### src/rtl/clock_time_core.sv
// Time-of-day core: binary sec/min/hr with a one-second prescaler, plus a
// two-button setting interface (mode cycle, field increment).
module clock_time_core #(
  parameter int unsigned CLKS_PER_SEC = 10_000_000
) (
  input  logic        clock,
  input  logic        resetb,
  input  logic        counter_trigger,
  input  logic        increment_trigger,
  output logic [17:0] led_output,
  output logic        mode_led_output
);

  localparam int unsigned PS_W = (CLKS_PER_SEC > 1) ? $clog2(CLKS_PER_SEC) : 1;
  localparam logic [PS_W-1:0] PS_LAST = PS_W'(CLKS_PER_SEC - 1);

  typedef enum logic [1:0] {
    MODE_RUN     = 2'd0,
    MODE_SET_SEC = 2'd1,
    MODE_SET_MIN = 2'd2,
    MODE_SET_HR  = 2'd3
  } mode_t;

  mode_t mode, mode_nxt;

  logic [PS_W-1:0] prescaler, prescaler_nxt;
  logic [5:0]      sec_q, sec_nxt;
  logic [5:0]      min_q, min_nxt;
  logic [5:0]      hr_q, hr_nxt;
  logic            mode_led_q;
  logic            tick;

  // Per trigger: bit 0 = s1, bit 1 = s2, bit 2 = s3 (edge-detect delay)
  logic [2:0] cnt_sync, inc_sync;
  logic       cnt_pulse, inc_pulse;

  always_ff @(posedge clock or negedge resetb) begin
    if (!resetb) begin
      cnt_sync <= '0;
      inc_sync <= '0;
    end else begin
      cnt_sync <= {cnt_sync[1:0], counter_trigger};
      inc_sync <= {inc_sync[1:0], increment_trigger};
    end
  end

  assign cnt_pulse = cnt_sync[1] & ~cnt_sync[2];
  assign inc_pulse = inc_sync[1] & ~inc_sync[2];

  always_ff @(posedge clock or negedge resetb) begin
    if (!resetb) begin
      mode       <= MODE_RUN;
      mode_led_q <= 1'b0;
    end else begin
      mode       <= mode_nxt;
      mode_led_q <= (mode_nxt != MODE_RUN);
    end
  end

  always_comb begin
    mode_nxt = mode;
    if (cnt_pulse) begin
      unique case (mode)
        MODE_RUN:     mode_nxt = MODE_SET_SEC;
        MODE_SET_SEC: mode_nxt = MODE_SET_MIN;
        MODE_SET_MIN: mode_nxt = MODE_SET_HR;
        MODE_SET_HR:  mode_nxt = MODE_RUN;
      endcase
    end
  end

  always_comb begin
    prescaler_nxt = prescaler;
    sec_nxt       = sec_q;
    min_nxt       = min_q;
    hr_nxt        = hr_q;
    tick          = 1'b0;
    if (mode == MODE_RUN) begin
      if (prescaler == PS_LAST) begin
        prescaler_nxt = '0;
        tick          = 1'b1;
      end else begin
        prescaler_nxt = prescaler + PS_W'(1);
      end
      if (tick) begin
        if (sec_q == 6'd59) begin
          sec_nxt = '0;
          if (min_q == 6'd59) begin
            min_nxt = '0;
            hr_nxt  = (hr_q == 6'd23) ? 6'd0 : hr_q + 6'd1;
          end else begin
            min_nxt = min_q + 6'd1;
          end
        end else begin
          sec_nxt = sec_q + 6'd1;
        end
      end
    end else begin
      // Setting modes freeze time; fields wrap independently with no carry
      prescaler_nxt = '0;
      if (inc_pulse) begin
        unique case (mode)
          MODE_SET_SEC: sec_nxt = (sec_q == 6'd59) ? 6'd0 : sec_q + 6'd1;
          MODE_SET_MIN: min_nxt = (min_q == 6'd59) ? 6'd0 : min_q + 6'd1;
          MODE_SET_HR:  hr_nxt  = (hr_q == 6'd23) ? 6'd0 : hr_q + 6'd1;
          MODE_RUN:     ;
        endcase
      end
    end
  end

  always_ff @(posedge clock or negedge resetb) begin
    if (!resetb) begin
      prescaler <= '0;
      sec_q     <= '0;
      min_q     <= '0;
      hr_q      <= '0;
    end else begin
      prescaler <= prescaler_nxt;
      sec_q     <= sec_nxt;
      min_q     <= min_nxt;
      hr_q      <= hr_nxt;
    end
  end

  assign led_output      = {hr_q, min_q, sec_q};
  assign mode_led_output = mode_led_q;

endmodule

### config.mk
export PLATFORM = sky130hd
export DESIGN_NAME = clock_time_core
export DESIGN_NICKNAME = d
export VERILOG_FILES = /design/src/rtl/clock_time_core.sv
export SDC_FILE = /design/constraint.sdc
export NUM_CORES = 1
export LEC_CHECK = 0
export ABC_AREA = 1
export CORE_ASPECT_RATIO = 0.75
export CORE_MARGIN = 8
export CORE_UTILIZATION = 50
export DETAILED_ROUTE_END_ITERATION = 7
export GPL_TIMING_DRIVEN = 0
export PLACE_DENSITY = 0.71
export SETUP_SLACK_MARGIN = 0.3
export SYNTH_ARGS = -nofsm -noshare
export SYNTH_HDL_FRONTEND = slang
export SYNTH_SLANG_ARGS = --single-unit
### constraint.sdc
create_clock -name clock -period 1.9 [get_ports clock]
set_clock_uncertainty 0.05 [all_clocks]
set_input_delay 0.285 -clock clock [delete_from_list [all_inputs] [get_ports clock]]
set_output_delay 0.285 -clock clock [all_outputs]
set_load 0.02 [all_outputs]
After elaboration in Yosys (flattened, before gate mapping)
Index checks and enable logic that the tools add are counted.

Register bits: 51. Latch bits: 0. Bits in writable memories: 0. Bits in read-only memories: 0. Bits of input ports: 4. Logic and storage cells: 59. Memories kept: 0.

$add $sub $neg: 4. Multipliers: 0. Div/mod/pow operators: 0. Order comparisons: 0. Eq/ne operators: 10. Shift operators: 0. Mux-type cells: 24. Bitwise logic cells: 4. Reductions and logical operators: 9.

Operators by type and width (count): 2-to-1 mux 6 bit (18); 2-to-1 mux 24 bit (2); adder 24 x 1 -> 24 bit (second input constant) (1); equality test 24 bit (second input constant) (1); adder 6 x 1 -> 6 bit (second input constant) (3); equality test 6 bit (second input constant) (2); nonzero test 2 bit (5); case mux 2 bit (4 select lines) (1); equality test 6 x 5 -> 1 bit (second input constant) (1); != test 2 x 1 -> 1 bit (second input constant) (3); AND reduction 5 bit (1); equality test 2 bit (second input constant) (2); AND reduction 4 bit (1); AND reduction 3 bit (1); bitwise AND 1 bit (2); equality test 2 x 1 -> 1 bit (second input constant) (1); logical NOT 2 bit (1); 2-to-1 mux 1 bit (2); 2-to-1 mux 2 bit (1); NOT 1 bit (2).

Longest topological paths before layout
Gate-level depths: netlist of the first run.

Depth in word-level cells: 6. Depth in mapped cells: 10. Gate-level depth less buffers: 10.

Worst setup path after synthesis of the first run
No wires, ideal clock.

Path type: reg-to-reg. Start: register sec_q[0]. End: register min_q[0]. Library setup time: 0.118 ns. Arrival time: 1.502 ns. Data required time: 1.732 ns. Setup slack: 0.230 ns. Stages on the path, launching flop included: 11. Cell sequence: dfrtp_1 ha_1 nand2_1 inv_1 nand2_1 nor2_2 inv_1 nand2_2 nand3_2 nand2_1 nand2_1.

Cells in the longest elaborated chain, start to end: 3.

Ends and longest elaborated chain: from (decl) (RTL line 27) `logic [5:0] sec_q, sec_nxt;`; from (signal assigned) (RTL line 120) `sec_q <= sec_nxt;`; equality test 6 bit (RTL line 86) `if (sec_q == 6'd59) begin`; != test 2 x 1 -> 1 bit (no source line); AND reduction 4 bit (no source line); to (signal assigned) (RTL line 121) `min_q <= min_nxt;`; to (decl) (RTL line 28) `logic [5:0] min_q, min_nxt;`.

No other way between the ends. A chain may end at the register's enable or synchronous reset.

Worst setup path in the final report of the first run
Start: register prescaler[1]. End: register min_q[5].

Cells in the longest elaborated chain, start to end: 5.

Ends and longest elaborated chain: from (decl) (RTL line 26) `logic [PS_W-1:0] prescaler, prescaler_nxt;`; from (signal assigned) (RTL line 119) `prescaler <= prescaler_nxt;`; equality test 24 bit (RTL line 79) `if (prescaler == PS_LAST) begin`; 2-to-1 mux 1 bit (RTL line 79); 2-to-1 mux 1 bit (RTL line 78) `if (mode == MODE_RUN) begin`; != test 2 x 1 -> 1 bit (no source line); AND reduction 4 bit (no source line).

No other way between the ends. The select of a mux whose other input is x is not followed.

==> key figures, run 1 <==
Place
  – Placement Setup Slack: 86.2 ps
  – PortBufs: 22
  – GP Congestion: between 0.8 and 0.9
  – Placed Instance Area: approximately 3300 µm²
  – Post-DP HPWL: ~4400 µm

Route
  – Routed wire per std cell: around 12 µm
  – Final antenna-violating net count: 0
  – DR DRC count: 0
  – DR vias/cell: around 5
  – Final wirelength: between 6000 and 7000 µm
  – DRT Pass-1 Iters: 4
  – DR iter-0 viols: roughly 150
  – Routed via count: around 2600

CTS
  – Worst-skew pair later-pin latency: around 300 ps
  – CTS H-tree lvls: 2
  – CTS Buffer Depth: 2
  – TritonCTS clock tree: done
  – Clock transition at the registers of the reported paths: about 90 ps
  – Num CTS Buffers: 5
  – TritonCTS Sinks: between 50 and 60
  – Root Buffer: clkbuf_8

Pwr
  – Sequential share of power: 35.7%
  – Clock network fraction of total power: 19.2%
  – Static Leak: 1.77 nW
  – Pint: around 2.5 mW
  – Sw frac: approximately 39%
  – Switch Pwr: 1.57 mW
  – Max IR drop VDD: 0.687 mV
  – Pwr Density: approximately 1100 nW/µm²
  – Comb power frac: 45.1%

Worst setup path
  – Crit path DAT: about 1700 ps
  – CP most frequent cell: nand3_4
  – Setup CP Type: reg2reg
  – Critical path's slowest cell: dfrtp_1
  – CP endpoint kind: flip-flop
  – Worst setup path startpoint: prescaler[1]
  – CP max stage delay: approximately 410 ps
  – Critical-path cell list: ha_4 -> nand3_4 -> nor2_4 -> nand3_2 -> nand2_4 -> buf_12 -> nand3_4 -> nand2_2 -> nand2_1
  – Worst r2r src: prescaler[1]
  – CP Max Fanout: 6
  – Startpoint types: flip-flop
  – Critical path required time: 2050 ps

Timing
  – RSZ-0062 raised after global routing: yes
  – Slew headroom: between 70% and 80%
  – Setup violations, final: 0
  – Worst-Margin Slew: around 330 ps
  – Maximum clock rate: approximately 0.65 GHz
  – Tmin final: about 1500 ps
  – Pins Over Slew Limit: 0
  – Endpoints failing hold: 0
  – Setup ws final: around 360 ps
  – Final period utilization: between 80% and 90%

GRT
  – Global routing's busiest layer: met2
  – Met3 Use GR: about 3.3%
  – Global route total overflow: 0
  – Met1 Usage GRT: between 20% and 30%
  – GRT Total Usage: around 15%
  – Initial antenna violation count: 0
  – Met2 GRT Util: roughly a quarter
  – First-pass GRT wire length: ~11000 µm
  – Largest net degree at the start of global routing: 40
  – Number of global-route vias before repair: roughly 2300

Logic synthesis
  – Seq cells post-synth: 51
  – Yosys cell types: 29
  – Predominant post-synthesis flop cell: dfrtp_1
  – Syn_nets: approximately 390
  – Yosys top cell by area: dfrtp_1
  – Top-count cell post-synth: nand2_1
  – Number of flops mapped to enable cells by yosys: 0
  – Synth top area cells: dfrtp_1, nand2_1, nor2_1
  – Synth warn: 0
  – Asr flop ratio synth: 100%
  – Post-synthesis cell count: between 300 and 400
  – Synth top area share: between 40% and 50%
  – Post-Syn Area: between 2000 and 3000 µm²
  – Top cells by count, synth: nand2_1, nor2_1, dfrtp_1
  – Register area share after synthesis: a little over two fifths
  – Post-Syn Area per Cell: ~7.6 µm²

Layout
  – FF/Latch Area: around 1300 µm²
  – Area of the multi-input gates: around 1600 µm²
  – Ant. Diodes: 0
  – Final non-filler cell area: 3780 µm²
  – Area grow syn2layout: 29.8%
  – Final nets: around 450
  – Share of cells above drive strength 1: approximately 28%
  – Fill count: around 460

Floorplanning
  – Row count: 24
  – Die area: roughly 8600 µm²
  – DIE HEIGHT: ~82 µm
  – Die Wd: 104 µm
  – Initial core utilization: 50.8%
  – IO Pins: 23
  – Core ar.: roughly 5700 µm²

Job
  – Max cap viols: 0

Status
  – Outcome: finished, final reports clean

Min path
  – Hold Path Class: reg2reg
  – Worst Min Path Start: inc_sync[0]
cell families (layout without fill, tap and decap cells):
family	Yosys count	after routing	synth area share, %
simple gates	247	247	38.9
flops	51	51	43.8
buf+inv	46	102	6.70
compound gates	20	20	4.42
xor+xnor	9	9	2.70
fa+ha+maj	8	8	3.44
state kept, by name (all words and copies together) (netlist names):
register / flops
mode: 2
mode_led_output: 1
min_q: 6
sec_q: 6
hr_q: 6
cnt_sync: 3
inc_sync: 3
prescaler: 24
what timing repair did:
action | CTS | global route
hold buffers | 1 | 0
setup buffers | 4 | 20
endpoints found under the setup margin | 46 | 32
gates cloned | 0 | 0
resized for setup | 38 | 46
pin swaps | 5 | 18
endpoints found under the hold margin | 12 | 0
path summary, 6_finish.rpt:
kind | cells past startpoint | end | slack, ps
setup / recovery | 9 | min_q[5] | 360
hold / removal | 0 | inc_sync[1] | 310
setup reg to reg | 9 | min_q[5] | 360
hold reg to reg | 0 | inc_sync[1] | 310
max in group asynchronous | 3 | sec_q[1] | 910
min in group asynchronous | 2 | prescaler[9] | 350
layout by cell type, fill, tap and decap left out, drive strengths merged:
cell type,n
clkinv,2
dlygate4sd2,18
a31o,1
bufinv,1
nand2,111
xnor2,4
nand3b,1
o21a,1
nor3,8
clkbuf,6
nand3,30
dlygate4sd3,1
nor3b,5
xor2,5
ha,8
o21ai,11
or2,2
nand4,13
nor2,77
a21oi,7
dfrtp,51
inv,42
buf,29
clkdlybuf4s50,2
dlymetal6s2s,1
per-stage QoR:
| step | util (%) | hold slack, ps | std cells | setup TNS (ps) | total power, mW |
|---|---|---|---|---|---|
| finish | 65.9 | 308 | 515 | 0 | 4.07 |
| global route | 65.9 | 317 | 515 | 0 | 4.38 |
| CTS | 60.3 | 307 | 495 | 0 | 3.73 |
| detailed placement | 56.7 | 150 | 482 | 0 | 2.87 |
| global placement | 56.4 | 283 | 481 | -53730 | 2.84 |
| floorplan | - | -60.6 | 381 | 0 | 2.39 |
routing by layer:
layer	vias up	routed length, µm
met2	46	2920
li1	1319	-
met5	-	0
met4	0	19
met3	2	270
met1	1205	3230
critical path, delay by kind of cell, from the launching register on:
family / cells / cell delay, ps
buffers and inverters: 1 / 120
adder cells (fa/ha/maj): 1 / 180
flip-flops: 1 / 410
AND/OR/NAND/NOR: 7 / 680
final cells by class:
| type | count | share of cell area [%] |
|---|---|---|
| Clock buffer | 6 | 2.18 |
| Buffer | 3 | 0.893 |
| Timing Repair Buffer | 48 | 11.4 |
| Sequential cell | 51 | 34.2 |
| Clock inverter | 2 | 0.927 |
| Tap cell | 78 | 2.58 |
| Inverter | 43 | 4.33 |
| Multi-Input combinational cell | 284 | 43.5 |
power groups by stage:
stage	clock network [mW]	logic [mW]	registers (mW)
floorplan	0	0.843	1.55
global placement	0	1.39	1.44
detailed placement	0	1.42	1.45
CTS	0.797	1.50	1.43
global route	0.851	2.05	1.48
finish	0.782	1.84	1.45
Power figures use the tool's default switching activity.
==> run 2, diff against run 1 <==
==> constraint.sdc (replaced) <==
create_clock -name clock -period 1.5 [get_ports clock]
set_clock_uncertainty 0.05 [all_clocks]
set_input_delay 0.225 -clock clock [delete_from_list [all_inputs] [get_ports clock]]
set_output_delay 0.225 -clock clock [all_outputs]
set_load 0.02 [all_outputs]
==> run 2 against run 1 <==
The flow now finishes with violations (negative setup slack). Combinational power rose by 77%. First-iteration DRC count is 6.7% lower. Global-route usage grew 2.2 points. Clock power grew 3.2%. Via count up 9.3%. Register-to-register slack got worse by 410 ps. Critical path depth is 1 lower. Non-clock buffer count up 34. Utilization up 7.2 points. Count of clock-buffer cells in the layout fell by 1. Final area increased by 11%. Final cell count grew 6.6%. Largest cell class unchanged. Highest routed layer unchanged.
==> key figures, run 2 (synthesized netlist as in run 1, its figures left out) <==
Status
  – Outcome: finished with violations
  – Violated checks: negative setup slack

Route
  – DR iter-0 viols: 139 (-6.7%)
  – DRT Pass-1 Iters: 4 (unchanged)
  – Final antenna-violating net count: 0 (unchanged)
  – Routed wire per std cell: 13.8 µm (+11%)
  – Final wirelength: 7600 µm (+18%)
  – Routed via count: 2811 (+9.3%)
  – DR vias/cell: 5.12 (+2.5%)
  – DR DRC count: 0 (unchanged)

Pwr
  – Max IR drop VDD: 0.850 mV (+24%)
  – Static Leak: 1.93 nW (+9.2%)
  – Pint: 3.51 mW (+40%)
  – Power Total: 5.88 mW (+44%)
  – Sw frac: 40.3% (+1.7 points)
  – Sequential share of power: 30.7% (-5.0 points)
  – Comb power frac: 55.6% (+11 points)
  – Pwr Density: 1400 nW/µm² (+30%)
  – Switch Pwr: 2.37 mW (+51%)
  – Clock network fraction of total power: 13.7% (-5.5 points)

Layout
  – Final nets: 482 (+7.6%)
  – Commonest non-fill, non-tap cell in the layout: nand2_1
  – Max reg flops: 24 (unchanged)
  – Fill count: 407 (-11%)
  – Share of cells above drive strength 1: 41.6% (+14 points)
  – Commonest cells after routing, fill and taps aside: nand2_1, nor2_1, buf_4
  – Count of non-filler cells in the finished layout: 549 (+6.6%)
  – Area grow syn2layout: 44.0%
  – Final non-filler cell area: 4200 µm² (+11%)
  – Biggest register: prescaler
  – Ant. Diodes: 0 (unchanged)

Worst setup path
  – Critical-path cell list: buf_4 -> nand2_1 -> nor2_1 -> nand3_4 -> nor2_4 -> nand2_2 -> o21ai_2 -> nor2_1
  – Setup CP Type: reg2reg
  – Buffers & Inverters on Critical Path: 1 (unchanged)
  – CP Max Fanout: 5 (-1)
  – CP endpoint kind: flip-flop
  – Crit path DAT: 1700 ps (about the same)
  – Reg-to-reg setup timing slack: -50 ps (-410 ps)
  – Critical path required time: 1650 ps (-400 ps)
  – Worst Setup EP: prescaler[16]
  – R2R depth: 8 (-1)
  – CP max stage delay: 390 ps (-20 ps)
  – Startpoint types: flip-flop
  – Critical path's slowest cell: dfrtp_1
  – CP most frequent cell: nor2_1
  – R2R Path End: prescaler[16]
  – CP top delay family: simple AND/OR/NAND/NOR gates
  – Worst setup path startpoint: prescaler[7]
  – Levels on crit path: 8 (-1)
  – Worst r2r src: prescaler[7]

Job
  – Max cap viols: 0 (unchanged)

Timing
  – Worst-Margin Slew: 502 ps (+175 ps)
  – Tmin final: 1550 ps (+9.25 ps)
  – Endpoints failing hold: 0 (unchanged)
  – Final period utilization: 103% (+22 points)
  – Setup ws final: -49.1 ps (-409 ps)
  – Maximum clock rate: 0.646 GHz (-0.60%)
  – RSZ-0062 raised after global routing: yes
  – Slew headroom: 66.6% (-12 points)
  – Setup violations, final: 15 (+15)
  – Pins Over Slew Limit: 0 (unchanged)

GRT
  – First-pass GRT wire length: 12100 µm (+13%)
  – Global route total overflow: 0 (unchanged)
  – GRT Total Usage: 17.2% (+2.2 points)
  – Number of global-route vias before repair: 2707 (+15%)
  – Initial antenna violation count: 0 (unchanged)
  – Largest net degree at the start of global routing: 32 (-20%)

Min path
  – Hold Path Class: in2reg
  – Hold depth: 1 (+1)

CTS
  – CTS Buffer Depth: 2 (unchanged)
  – TritonCTS Sinks: 51 (unchanged)
  – TritonCTS clock tree: done
  – Root Buffer: clkbuf_8
  – Clock transition at the registers of the reported paths: 100 ps (about the same)
  – CTS H-tree lvls: 2 (unchanged)
  – Num CTS Buffers: 5 (unchanged)
  – Worst-skew pair later-pin latency: 310 ps (about the same)

Place
  – PortBufs: 22 (unchanged)
  – Placed Instance Area: 3340 µm² (+2.8%)
  – Post-DP HPWL: 4550 µm (+4.4%)
  – Placed cells: 482 (unchanged)
  – Placement Setup Slack: -120 ps (-206 ps)
  – GP Congestion: 0.871 (+3.9%)

Floorplanning
  – IO Pins: 23 (unchanged)
  – Row count: 24 (unchanged)
  – Initial core utilization: 50.8% (unchanged)
  – DIE HEIGHT: 82.1 µm (unchanged)
  – Core ar.: 5740 µm² (unchanged)
  – Die area: 8550 µm² (unchanged)
  – Die Wd: 104 µm (unchanged)
==> run 2: cell types whose count changed in the layout (fill, tap and decap cells not counted), sizes merged <==
cell	previous run	this run
buf	29	81
bufinv	1	0
clkinvlp	0	2
dlygate4sd2	18	0
dlymetal6s2s	1	0
==> run 2: worst register-to-register path, stage by stage (launching register included) <==
cell,delay [ps]
dfrtp_1,390
buf_4,150
nand2_1,50
nor2_1,230
nand3_4,150
nor2_4,180
nand2_2,90
o21ai_2,110
nor2_1,50
==> run 2: power groups by stage <==
stage               logic [mW]  registers, mW  clock network (mW)
finish                    3.26           1.80               0.807
global route              3.52           1.83               0.886
CTS                       2.66           1.78               0.823
detailed placement        1.96           1.87                   0
global placement          1.91           1.86                   0
floorplan                 1.20           2.00                   0
==> run 2: per-layer routing <==
metal / global-route usage, % / part of all wire, % / vias to the layer above / wire (µm)
met3: 3.41 / 4.2 / 7 / 322
met4: 3.60 / 0.72 / 0 / 55
li1: - / - / 1392 / -
met1: 22.1 / 47 / 1342 / 3580
met5: 0 / 0 / - / 0
met2: 30.1 / 48 / 70 / 3640
==> run 2: metrics by stage <==
| step | TNS [ps] | util [%] | hold WS, ps |
|---|---|---|---|
| 2_1_floorplan | 0 | - | -121 |
| 3_3_place_gp | -72110 | 58.0 | 284 |
| 3_5_place_dp | -2620 | 58.3 | 174 |
| 4_1_cts | -129 | 67.2 | 290 |
| 5_1_grt | -2600 | 73.2 | 295 |
| 6_report | -241 | 73.2 | 290 |
==> run 2: what timing repair did <==
| item | CTS | global route |
|---|---|---|
| resized for setup | 129 | 65 |
| buffers inserted | 41 | 15 |
| hold buffers | 1 | 0 |
| hold endpoints to repair | 20 | 0 |
| pin swaps | 22 | 20 |
| setup endpoints to repair | 61 | 58 |
| cloned | 1 | 1 |
==> run 2: final cells by class <==
type                            instances  area, µm²  share of cell area (%)
Buffer                                  3       41.3                   0.984
Tap cell                               78       97.6                    2.33
Clock inverter                          3       20.0                   0.477
Inverter                               43        169                    4.03
Timing Repair Buffer                   82        732                    17.4
Sequential cell                        51       1290                    30.8
Clock buffer                            5       68.8                    1.64
Multi-Input combinational cell        284       1780                    42.3
==> run 2: how the worst min path moves through the flow <==
stage | startpoint | end | slack (ps)
6_report | counter_trigger | cnt_sync[0] | 290
3_3_place_gp | cnt_sync[0] | cnt_sync[1] | 280
5_1_grt | counter_trigger | cnt_sync[0] | 300
2_1_floorplan | resetb | cnt_sync[0] | -120
3_5_place_dp | resetb | prescaler[10] | 170
4_1_cts | counter_trigger | cnt_sync[0] | 290
==> run 3, diff against run 2 <==
--- a/config.mk
+++ b/config.mk
@@ -6,6 +6,7 @@
 export NUM_CORES = 1
 export LEC_CHECK = 0
 export ABC_AREA = 1
+export ABC_CLOCK_PERIOD_IN_PS = 1500
 export CORE_ASPECT_RATIO = 0.75
 export CORE_MARGIN = 8
 export CORE_UTILIZATION = 50
==> results of run 3 <==
Same layout as run 2: the final DEF is identical, and so are final timing and power.
